==> config.mk <==
export PLATFORM = sky130hd
export DESIGN_NAME = spi_slave_rx_mode2
export DESIGN_NICKNAME = d
export VERILOG_FILES = /design/src/rtl/spi_slave_rx_mode2.sv
export SDC_FILE = /design/constraint.sdc
export NUM_CORES = 1
export LEC_CHECK = 0
export ABC_CLOCK_PERIOD_IN_PS = 1200
export BUFFER_PORTS_ARGS = -buffer_cell sky130_fd_sc_hd__buf_2
export CORE_ASPECT_RATIO = 1.25
export CORE_MARGIN = 5
export CORE_UTILIZATION = 47
export CTS_CLUSTER_DIAMETER = 100
export DETAILED_ROUTE_END_ITERATION = 8
export GPL_ROUTABILITY_DRIVEN = 0
export PLACE_DENSITY = 0.71
export SYNTH_ARGS = -nofsm -noshare
export SYNTH_HDL_FRONTEND = slang
export SYNTH_SLANG_ARGS = --single-unit
==> constraint.sdc <==
create_clock -name In_clk -period 1.2 [get_ports In_clk]
set_input_delay 0 -clock In_clk [delete_from_list [all_inputs] [get_ports In_clk]]
set_output_delay 0 -clock In_clk [all_outputs]
set_load 0.02 [all_outputs]
==> src/rtl/spi_slave_rx_mode2.sv <==
// rtl/spi_slave_rx_mode2.sv - SPI mode 2 (CPOL=1, CPHA=0) receive-only slave with valid/ready word output
// Optional: define SPI_RX_BYTE_CNT_EN to add Out_byte_cnt, the completed-word count of the current frame.
module spi_slave_rx_mode2 #(
   parameter int DATA_WIDTH = 8
) (
   input  logic                  In_clk,
   input  logic                  In_rst,
   input  logic                  In_spi_cs_n,
   input  logic                  In_spi_sclk,
   input  logic                  In_spi_mosi,
   output logic [DATA_WIDTH-1:0] Out_rx_data,
   output logic                  Out_rx_valid,
   input  logic                  In_rx_ready,
   output logic                  Out_busy,
   output logic                  Out_frame_err,
   output logic                  Out_overrun
`ifdef SPI_RX_BYTE_CNT_EN
   ,
   output logic [7:0]            Out_byte_cnt
`endif
);

   localparam int CNT_W = (DATA_WIDTH > 1) ? $clog2(DATA_WIDTH) : 1;
   localparam logic [CNT_W-1:0] LAST_BIT = CNT_W'(DATA_WIDTH - 1);

   typedef enum logic {IDLE = 1'b0, RECV = 1'b1} state_t;

   state_t                r_state;
   state_t                w_state_next;
   logic                  r_cs_meta, r_cs_sync, r_cs_prev;
   logic                  r_sclk_meta, r_sclk_sync, r_sclk_prev;
   logic                  r_mosi_meta, r_mosi_sync;
   logic [CNT_W-1:0]      r_bit_cnt;
   logic [CNT_W-1:0]      w_cnt_next;
   logic [DATA_WIDTH-1:0] r_shift;
   logic [DATA_WIDTH-1:0] w_shift_next;
   logic [DATA_WIDTH-1:0] r_rx_data;
   logic                  r_rx_valid;
   logic                  r_frame_err;
   logic                  r_overrun;
   logic                  w_cs_fall, w_cs_rise, w_sclk_fall;
   logic                  w_frame_start, w_edge, w_word_done, w_trunc;

   // Synchronizers reset to the bus idle levels so reset release never fakes an edge.
   always_ff @(posedge In_clk) begin
      if (In_rst) begin
         r_cs_meta   <= 1'b1;
         r_cs_sync   <= 1'b1;
         r_cs_prev   <= 1'b1;
         r_sclk_meta <= 1'b1;
         r_sclk_sync <= 1'b1;
         r_sclk_prev <= 1'b1;
         r_mosi_meta <= 1'b0;
         r_mosi_sync <= 1'b0;
      end else begin
         r_cs_meta   <= In_spi_cs_n;
         r_cs_sync   <= r_cs_meta;
         r_cs_prev   <= r_cs_sync;
         r_sclk_meta <= In_spi_sclk;
         r_sclk_sync <= r_sclk_meta;
         r_sclk_prev <= r_sclk_sync;
         r_mosi_meta <= In_spi_mosi;
         r_mosi_sync <= r_mosi_meta;
      end
   end

   assign w_cs_fall     = r_cs_prev & ~r_cs_sync;
   assign w_cs_rise     = ~r_cs_prev & r_cs_sync;
   assign w_sclk_fall   = r_sclk_prev & ~r_sclk_sync;
   assign w_frame_start = (r_state == IDLE) & w_cs_fall;
   assign w_edge        = (r_state == RECV) & w_sclk_fall;
   assign w_word_done   = w_edge & (r_bit_cnt == LAST_BIT);
   assign w_shift_next  = {r_shift[DATA_WIDTH-2:0], r_mosi_sync};

   always_comb begin
      w_cnt_next = r_bit_cnt;
      if (w_word_done)
         w_cnt_next = '0;
      else if (w_edge)
         w_cnt_next = r_bit_cnt + CNT_W'(1);
   end

   // A final edge seen together with the cs_n rise is counted first, so a just-completed word is not truncated.
   assign w_trunc = (r_state == RECV) & w_cs_rise & (w_cnt_next != '0);

   always_ff @(posedge In_clk) begin
      if (In_rst)
         r_state <= IDLE;
      else
         r_state <= w_state_next;
   end

   always_comb begin
      w_state_next = r_state;
      case (r_state)
         IDLE:    if (w_cs_fall) w_state_next = RECV;
         RECV:    if (w_cs_rise) w_state_next = IDLE;
         default: w_state_next = IDLE;
      endcase
   end

   always_comb begin
      Out_busy = (r_state == RECV);
   end

   always_ff @(posedge In_clk) begin
      if (In_rst) begin
         r_bit_cnt   <= '0;
         r_shift     <= '0;
         r_rx_data   <= '0;
         r_rx_valid  <= 1'b0;
         r_frame_err <= 1'b0;
         r_overrun   <= 1'b0;
      end else begin
         r_frame_err <= w_trunc;
         r_overrun   <= w_word_done & r_rx_valid & ~In_rx_ready;
         if (w_frame_start)
            r_bit_cnt <= '0;
         else
            r_bit_cnt <= w_cnt_next;
         if (w_edge)
            r_shift <= w_shift_next;
         if (w_word_done) begin
            r_rx_data  <= w_shift_next;
            r_rx_valid <= 1'b1;
         end else if (r_rx_valid && In_rx_ready) begin
            r_rx_valid <= 1'b0;
         end
      end
   end

   assign Out_rx_data   = r_rx_data;
   assign Out_rx_valid  = r_rx_valid;
   assign Out_frame_err = r_frame_err;
   assign Out_overrun   = r_overrun;

`ifdef SPI_RX_BYTE_CNT_EN
   logic [7:0] r_byte_cnt;

   always_ff @(posedge In_clk) begin
      if (In_rst)
         r_byte_cnt <= 8'd0;
      else if (w_frame_start)
         r_byte_cnt <= 8'd0;
      else if (w_word_done)
         r_byte_cnt <= r_byte_cnt + 8'd1;
   end

   assign Out_byte_cnt = r_byte_cnt;
`endif

endmodule

**After elaboration in Yosys (flattened, before gate mapping)**

Cells that the tools add are included.

- Mux-type cells: 7
- Reductions and logical operators: 4
- Equal/unequal tests: 1
- Add/subtract/negate cells: 1
- Bitwise operators: 15

Operator list:

| operator | number |
|---|---|
| AND 1 bit | 10 |
| 2-to-1 mux 3 bit | 2 |
| inverter 1 bit | 5 |
| 2-to-1 mux 1 bit | 4 |
| adder 3 x 1 -> 3 bit, second input constant | 1 |
| equality test 3 bit, second input constant | 1 |
| nonzero test 3 bit | 1 |
| one-hot mux 1 bit (2 select lines) | 1 |
| nonzero test 2 bit | 1 |
| OR reduction 2 bit | 1 |
| logical AND 1 bit | 1 |

- Input port bits: 6
- Output and inout port bits: 12
- Bits in registers: 30

**Depth between registers and ports, before layout**

Gate-level depths: netlist of the first run.

- Depth after elaboration: 7
- Mapped depth: 6
- Mapped depth without buffers: 5

**Worst setup path after synthesis of the first run**

OpenSTA, ideal clock, no wires.

- Kind: reg2reg
- Start: reg r_bit_cnt[0]
- End: reg r_rx_data[7] (netlist: Out_rx_data[7])
- Slack: -89 ps
- Arrival: 1169 ps
- Stages on the path, launching flop included: 7
- Buffers on the path: 1
- Path through: dfxtp_1 -> ha_1 -> ha_1 -> and4b_1 -> buf_2 -> nand2_1 -> a21oi_1

- Word-level cells in the longest chain between the ends: 2

RTL lines:

| item | RTL line | source |
|---|---|---|
| start: declaration | 33 | `logic [CNT_W-1:0] r_bit_cnt;` |
| start signal: assignment | 120 | `r_bit_cnt <= w_cnt_next;` |
| equality test 3 bit | 72 | `assign w_word_done = w_edge & (r_bit_cnt == LAST_BIT);` |
| AND 1 bit | 72 |  |
| end signal: assignment | 124 | `r_rx_data <= w_shift_next;` |
| end: declaration | 37 | `logic [DATA_WIDTH-1:0] r_rx_data;` |

Every way passes these cells.
A chain may end at the register's enable or synchronous reset.

**Final worst setup path of the first run**

- Start: reg r_bit_cnt[1]
- End: reg r_bit_cnt[0]

- Word-level cells in the longest chain between the ends: 3

RTL lines:

| item | RTL line | source |
|---|---|---|
| equality test 3 bit | 72 |  |
| AND 1 bit | 72 |  |
| 2-to-1 mux 3 bit | 77 | `if (w_word_done)` |

Every way passes these cells.

==> flow_summary.toml, run 1 <==
[placement]
hpwl_um = 1300
placed_cell_area_um2 = 1230
place_ws_ns = -0.124
portBuffers = 17

[synthesis]
yosysSeqAreaShare_pct = 56.3
ys_warn_count = 0
synth_area_leaders = "dfxtp_1 56%, nand2_1 12%, a21oi_1 9.9%"
ys_types = 23
yosys.area.top_type_share_pct = 56.3
synthesis.area_um2 = 1070
syn_area_per_cell_um2 = 9.11
synth.largest_area_cell = "dfxtp_1"
synth_nets = 125
synth-seq-cells = 30
synth_cells = 117

[floorplan]
dieHeight_um = 63.2
die_x_um = 52.6
io_pins = 18
row_count = 19
start_util_pct = 48.7
dieArea_um2 = 3330
core_area_um2 = 2190

[flow_run]
maxCapViolations = 0

[timing]
grt_setup_unrepaired = "yes"
max_clock_freq_mhz = 813
drv_slew = 0
fin_worst_skew_ns = 0.00544
tns_ns = -0.162
post-route-period-util_pct = 102
fin_ws_ns = -0.0294
finalSetupViolCount = 9
slew_headroom_pct = 81.7
worstMarginPinSlew_ns = 0.272
period_needed_ns = 1.23
hold_viol = 0

[min_path]
min-delay-path-class = "input port to register"

[detailed_routing]
wl_um = 2130
drc_errors = 0
wire_per_inst_um = 11.7
drtPass1Iterations = 4
ant_nets = 0
viasPerCell = 4.98
vias = 902
drtIter0Drc = 25

[power_and_ir_drop]
power_density_nw_per_um2 = 1190
sw_frac_of_total_pct = 22.2
switchingPower_uw = 379
intPower_uw = 1330
worst_ir_drop_vdd_mv = 1.05
seq_power_share_pct = 59.7
finalPower_uw = 1710
p_leak_uw = 0.000614
clockPowerShare_pct = 36.2
pwr-share-comb_pct = 4.1

[cells_and_area]
nFillCells = 196
final_cell_mix = "28 x nand2_1, 25 x dfxtp_1, 17 x buf_2"
drive_gt1_share_pct = 40.0
stdcell_area_um2 = 1440
antenna_cells = 0
multi_input_area_um2 = 538
final_nets = 157
syn_to_final_growth_pct = 34.9
seqCellArea_um2 = 609
final_common_cell = "nand2_1"

[clock_tree]
htree_num_levels = 2
clk_pin_slew_ns = 0.09
clkLatencyLatePin_ns = 0.33
cts_made_buffers = 5
root_buffer = "clkbuf_4"
ctsLongestPathBuffers = 2
cts_tree = "built"
numClockSinks = 30

[global_routing]
grt_max_degree = 25
grt_usage_pct = 14.7
antenna_found_initial = 0
grt_pass1_vias = 837
overflow = 0
grt_pass1_wl_um = 3550

[critical_path]
crit_type = "register to register"
setup.worst_path.end_class = "register"
slowest_stage = "or3_1"
critPathRequiredTime_ns = 1.45
crit_top_cell = "ha_4"
worst-path-max-fanout = 4
crit_chain = "ha_4 -> ha_4 -> or3_1 -> a21oi_1"
startpoint_type = "register"
crit_path_max_incr_delay_ns = 0.36
cp_data_arrival_time_ns = 1.48

[status]
status = "finished with violations"
violations = "setup timing"
cell families after synthesis:
kind of cell             count (synthesis)  share of synthesized area, %
AO/OA/AOI/OAI                           25                          12.6
adder cells (fa/ha/maj)                  2                          2.35
buffers and inverters                    7                          3.64
flip-flops                              30                          56.3
AND/OR/NAND/NOR                         53                          25.1
stage by stage:
| step | cells | hold slack (ns) | util (%) |
|---|---|---|---|
| finish | 181 | 0.404 | 65.7 |
| global route | 181 | 0.424 | 65.7 |
| CTS | 179 | 0.367 | 62.5 |
| detailed placement | 165 | 0.185 | 56.1 |
| global placement | 165 | 0.182 | 56.1 |
| floorplan | 117 | 0.104 | - |
power by group through the flow:
stage | sequential [uW] | clock [uW] | combinational [uW]
2_1_floorplan | 1040 | 0 | 32.3
3_3_place_gp | 1040 | 0 | 52.0
3_5_place_dp | 1040 | 0 | 52.6
4_1_cts | 1020 | 643 | 66.3
5_1_grt | 1020 | 676 | 78.4
6_report | 1020 | 618 | 70.2
worst max-delay path, delay by kind of cell (launching register included):
family                     cells  cell delay [ns]
AOI/OAI and AO/OA              1             0.14
DFF                            1             0.34
and+or+nand+nor                1             0.36
adders and majority gates      2             0.32
Yosys cell counts:
master / n
and3b_1: 1
or3_1: 1
ha_1: 2
nor2b_1: 2
nand3b_1: 3
nor2_1: 1
clkbuf_1: 1
a21o_1: 1
dfxtp_1: 30
o21ai_0: 1
o21bai_1: 1
buf_2: 4
nor3_1: 1
nand2b_1: 2
nor4bb_1: 1
buf_6: 1
inv_1: 1
o41ai_1: 1
a21oi_1: 21
or2_2: 6
and4b_1: 1
nand4b_2: 1
nand2_1: 33
what timing repair did:
| item | in CTS | in global routing |
|---|---|---|
| setup endpoints to repair | 11 | 13 |
| hold endpoints to repair | 8 | 0 |
| setup buffers | 1 | 0 |
| gates cloned | 0 | 2 |
| pin swaps | 8 | 8 |
| hold buffers | 5 | 0 |
| resized for setup | 8 | 13 |
metal layers:
layer / share of wire, % / global-route usage [%] / vias to the layer above
li1: - / - / 461
met1: 40 / 15.6 / 416
met2: 52 / 23.4 / 20
met3: 5.4 / 7.08 / 5
met4: 2.9 / 7.67 / 0
met5: 0 / 0 / -
registers in the layout (all words and copies together), names as in the netlist:
signal,flops
Out_busy,1
Out_frame_err,1
Out_overrun,1
Out_rx_data,8
Out_rx_valid,1
r_bit_cnt,3
r_cs_meta,1
r_cs_prev,1
r_cs_sync,1
r_mosi_meta,1
r_mosi_sync,1
r_sclk_meta,1
r_sclk_prev,1
r_sclk_sync,1
r_shift,7
final cells by class:
type	instances	share of cell area, %
Multi-Input combinational cell	82	37.4
Clock inverter	1	0.348
Tap cell	31	2.70
Clock buffer	7	3.83
Sequential cell	30	42.4
Timing Repair Buffer	29	13.1
Inverter	1	0.261
worst paths after layout:
check | from | end | slack (ns) | depth (start not counted)
setup / recovery | r_bit_cnt[1] | r_bit_cnt[0] | -0.03 | 4
hold / removal | In_spi_cs_n | r_cs_meta | 0.40 | 3
setup reg to reg | r_bit_cnt[1] | r_bit_cnt[0] | -0.03 | 4
hold reg to reg | r_cs_meta | r_cs_sync | 0.42 | 1
Power figures use the tool's default switching activity.
==> run 2: changes to the inputs <==
--- a/config.mk
+++ b/config.mk
@@ -7,7 +7,7 @@
 export LEC_CHECK = 0
 export ABC_CLOCK_PERIOD_IN_PS = 1200
 export BUFFER_PORTS_ARGS = -buffer_cell sky130_fd_sc_hd__buf_2
-export CORE_ASPECT_RATIO = 1.25
+export CORE_ASPECT_RATIO = 1.75
 export CORE_MARGIN = 5
 export CORE_UTILIZATION = 47
 export CTS_CLUSTER_DIAMETER = 100
==> flow_summary.toml, run 2 (synthesis gave the netlist of run 1 again) <==
[critical_path]
startpoint_type = "register"
worst-path-max-fanout = 8
crit_chain = "ha_4 -> ha_4 -> and4b_4 -> nand2_1 -> a21oi_2"
critPathTopFamily = "simple AND/OR/NAND/NOR gates"
crit_buf_inv = 0
crit_top_cell = "ha_4"
crit_path_max_incr_delay_ns = 0.36
slowest_stage = "dfxtp_2"
setup.worst_path.end_class = "register"
cp_data_arrival_time_ns = 1.46
critPathRequiredTime_ns = 1.41
crit_type = "register to register"

[detailed_routing]
drtIter0Drc = 13
vias = 866
drc_errors = 0
wl_um = 2050
ant_nets = 0
drtPass1Iterations = 4
viasPerCell = 5.03
wire_per_inst_um = 11.9

[cells_and_area]
antenna_cells = 0
final_cell_mix = "30 x nand2_1, 28 x dfxtp_1, 17 x buf_2"
drive_gt1_share_pct = 35.4
final_nets = 154
final_common_cell = "nand2_1"
final_util_pct = 63.3
largest_register_ffs = 8
syn_to_final_growth_pct = 33.2

[placement]
hpwl_um = 1440
portBuffers = 17

[timing]
finalSetupViolCount = 9
grt_setup_unrepaired = "yes"
max_clock_freq_mhz = 803
slew_headroom_pct = 77.1
worstMarginPinSlew_ns = 0.338
hold_viol = 0
fin_worst_skew_ns = 0.00372
period_needed_ns = 1.24
drv_slew = 0
post-route-period-util_pct = 104
fin_ws_ns = -0.0446

[clock_tree]
clkLatencyLatePin_ns = 0.28
ctsLongestPathBuffers = 2
root_buffer = "clkbuf_8"
cts_made_buffers = 5
htree_num_levels = 2
cts_tree = "built"
clk_pin_slew_ns = 0.06
numClockSinks = 30

[power_and_ir_drop]
worst_ir_drop_vdd_mv = 0.954
finalPower_uw = 2010
p_leak_uw = 0.000589
power_density_nw_per_um2 = 1420

[global_routing]
grt_usage_pct = 14.3
overflow = 0
grt_pass1_wl_um = 3330
grt_pass1_vias = 808
grt_max_degree = 22
antenna_found_initial = 0

[status]
status = "finished with violations"
violations = "setup timing"

[floorplan]
die_x_um = 46
dieHeight_um = 73
row_count = 23
start_util_pct = 47.5
core_area_um2 = 2240
dieArea_um2 = 3360
io_pins = 18

[min_path]
min-delay-path-class = "register to register"

[flow_run]
maxCapViolations = 0
-- run 2: cell types whose count changed in the layout (fill, tap and decap cells not counted), sizes merged --
cell    previous run  this run
and3b              2         1
clkbuf             7         8
nand4b             2         1
clkinv             1         0
buf               24        23
-- run 2: per-stage QoR --
stage | std cells | hold slack (ns) | cell area, um2 | setup TNS (ns) | setup slack [ns]
after floorplan | 117 | 0.104 | 1090 | 0 | 0.0151
after global placement | 159 | 0.186 | 1220 | -0.282 | -0.0425
after detailed placement | 159 | 0.186 | 1220 | -0.858 | -0.125
after CTS | 172 | 0.417 | 1380 | -0.329 | -0.0574
after global routing | 172 | 0.420 | 1420 | -0.764 | -0.0999
final | 172 | 0.413 | 1420 | -0.243 | -0.0446
-- run 2: cell type report --
type	instances	area (um2)
Clock buffer	8	110
Fill cell	203	825
Inverter	1	3.75
Multi-Input combinational cell	80	492
Sequential cell	30	603
Tap cell	25	31.3
Timing Repair Buffer	28	180
-- run 2: what timing repair did --
item	4_1_cts	5_1_grt
buffers inserted	0	0
pin swaps	0	9
gates resized for setup	3	10
hold buffers	5	0
hold endpoints to repair	7	0
setup endpoints to repair	10	13
-- run 2: final timing paths --
kind | startpoint | to | slack (ns) | cells past startpoint
setup reg to reg | r_bit_cnt[0] | Out_rx_data[6] | -0.04 | 5
hold reg to reg | r_sclk_meta | r_sclk_sync | 0.41 | 1
setup / recovery | r_bit_cnt[0] | Out_rx_data[6] | -0.04 | 5
hold / removal | r_sclk_meta | r_sclk_sync | 0.41 | 1
-- run 2: routing by layer --
| layer | vias up | part of all wire (%) | global-route usage [%] |
|---|---|---|---|
| li1 | 446 | - | - |
| met1 | 395 | 38 | 13.8 |
| met2 | 19 | 53 | 22.7 |
| met3 | 6 | 5.5 | 5.93 |
| met4 | 0 | 3.2 | 11.4 |
| met5 | - | 0 | 0 |
-- run 2: power by group --
group | internal (uW) | switching, uW | leakage [uW]
sequential | 1010 | 9.65 | 0.000244
clock | 578 | 349 | 0.0000575
combinational | 36.7 | 30.6 | 0.000287
==> run 3: changes to the inputs <==
--- a/config.mk
+++ b/config.mk
@@ -13,7 +13,9 @@
 export CTS_CLUSTER_DIAMETER = 100
 export DETAILED_ROUTE_END_ITERATION = 8
 export GPL_ROUTABILITY_DRIVEN = 0
+export HOLD_SLACK_MARGIN = 0.06
 export PLACE_DENSITY = 0.71
+export RECOVER_POWER = 100
 export SYNTH_ARGS = -nofsm -noshare
 export SYNTH_HDL_FRONTEND = slang
 export SYNTH_SLANG_ARGS = --single-unit
==> flow_summary.toml, run 3 (synthesis gave the netlist of run 1 again) <==
[cells_and_area]
final_cells = 172
nFillCells = 203
multi_input_area_um2 = 492
seqCellArea_um2 = 603
drive_gt1_share_pct = 27.9
largest_register_ffs = 8
antenna_cells = 0
final_nets = 154
final_common_cell = "nand2_1"
final_util_pct = 62.7
final_cell_mix = "30 x nand2_1, 28 x dfxtp_1, 16 x a21oi_1"
syn_to_final_growth_pct = 31.9

[placement]
portBuffers = 17
dp_cells = 159
hpwl_um = 1440
place_ws_ns = -0.125

[power_and_ir_drop]
worst_ir_drop_vdd_mv = 0.938
p_leak_uw = 0.000540
power_density_nw_per_um2 = 1430
finalPower_uw = 2010

[detailed_routing]
drc_errors = 0
drtIter0Drc = 17
viasPerCell = 5.03
vias = 865
wire_per_inst_um = 12.0
wl_um = 2060
ant_nets = 0
drtPass1Iterations = 4

[clock_tree]
cts_made_buffers = 5
post_cts_buffers = 0
root_buffer = "clkbuf_8"
clkLatencyLatePin_ns = 0.28
numClockSinks = 30
ctsLongestPathBuffers = 2
clk_pin_slew_ns = 0.06
htree_num_levels = 2
cts_tree = "built"

[status]
violations = "setup timing"
status = "finished with violations"

[critical_path]
setup.worst_path.end_class = "register"
critPathRequiredTime_ns = 1.41
startpoint_type = "register"
reg2reg_depth = 5
worst-path-max-fanout = 8
r2r-end = "Out_rx_data[6]"
cp_data_arrival_time_ns = 1.46
reg2reg_from = "r_bit_cnt[0]"
r2r_slack_ns = -0.04
crit_type = "register to register"

[min_path]
hold_path_depth = 1
min-delay-path-class = "register to register"
holdPathEnd = "r_sclk_sync"
worstHoldStart = "r_sclk_meta"

[timing]
max_clock_freq_mhz = 803
hold_viol = 0
post-route-period-util_pct = 104
fin_worst_skew_ns = 0.00378
slew_headroom_pct = 77.1
hold-worst-slack_ns = 0.413
fin_ws_ns = -0.0448
finalSetupViolCount = 9
period_needed_ns = 1.24
grt_setup_unrepaired = "yes"
drv_slew = 0
worstMarginPinSlew_ns = 0.338

[global_routing]
use_met1_pct = 13.8
grt_pass1_vias = 808
grt_usage_pct = 14.3
overflow = 0
top_usage_layer = "met2"
grtUsageMet3_pct = 5.93
grt_pass1_wl_um = 3330
antenna_found_initial = 0
grt_max_degree = 22
grt.met2_usage_pct = 22.7

[floorplan]
io_pins = 18
core_area_um2 = 2240
dieHeight_um = 73
row_count = 23
start_util_pct = 47.5
die_x_um = 46
dieArea_um2 = 3360

[flow_run]
maxCapViolations = 0
==> run 3: how the worst max path moves through the flow <==
stage | cells after the start | startpoint | slack (ns) | endpoint
finish | 5 | r_bit_cnt[0] | -0.04 | Out_rx_data[6]
global placement | 5 | r_bit_cnt[1] | -0.04 | Out_rx_data[5]
global route | 5 | r_bit_cnt[0] | -0.1 | Out_rx_data[6]
detailed placement | 5 | r_bit_cnt[1] | -0.12 | Out_rx_data[6]
CTS | 5 | r_bit_cnt[0] | -0.06 | Out_rx_data[6]
floorplan | 6 | r_bit_cnt[0] | 0.02 | Out_rx_data[7]
==> run 3: metal layers <==
layer / routed length (um) / up-vias
li1: - / 446
met1: 783 / 394
met4: 66 / 0
met3: 124 / 6
met5: 0 / -
met2: 1090 / 19
==> run 3: cell type report <==
| class | count | share of cell area [%] |
|---|---|---|
| Clock buffer | 8 | 7.83 |
| Inverter | 1 | 0.267 |
| Multi-Input combinational cell | 80 | 35.0 |
| Sequential cell | 30 | 42.9 |
| Tap cell | 25 | 2.22 |
| Timing Repair Buffer | 28 | 11.8 |
==> run 3: power by group <==
part	switching, uW	leakage, uW	internal, uW
Clock	349	0.0000575	578
Combinational	30.6	0.000238	36.7
Sequential	9.65	0.000244	1010
==> run 3: worst max-delay path, cell delays in order (launching register included) <==
cell	delay [ns]
dfxtp_2	0.36
ha_4	0.15
ha_4	0.15
and4b_4	0.32
nand2_1	0.09
a21oi_2	0.12
==> run 3: stage by stage <==
stage	area, um2	setup TNS [ns]
6_report	1410	-0.243
5_1_grt	1410	-0.764
4_1_cts	1380	-0.329
3_5_place_dp	1220	-0.858
3_3_place_gp	1220	-0.282
2_1_floorplan	1090	0
==> run 3: timing repair <==
| item | CTS | global route |
|---|---|---|
| hold buffers | 5 | 0 |
| endpoints found under the setup margin | 10 | 13 |
| hold endpoints to repair | 9 | 0 |
| pin swaps | 0 | 9 |
| gates resized for setup | 3 | 10 |
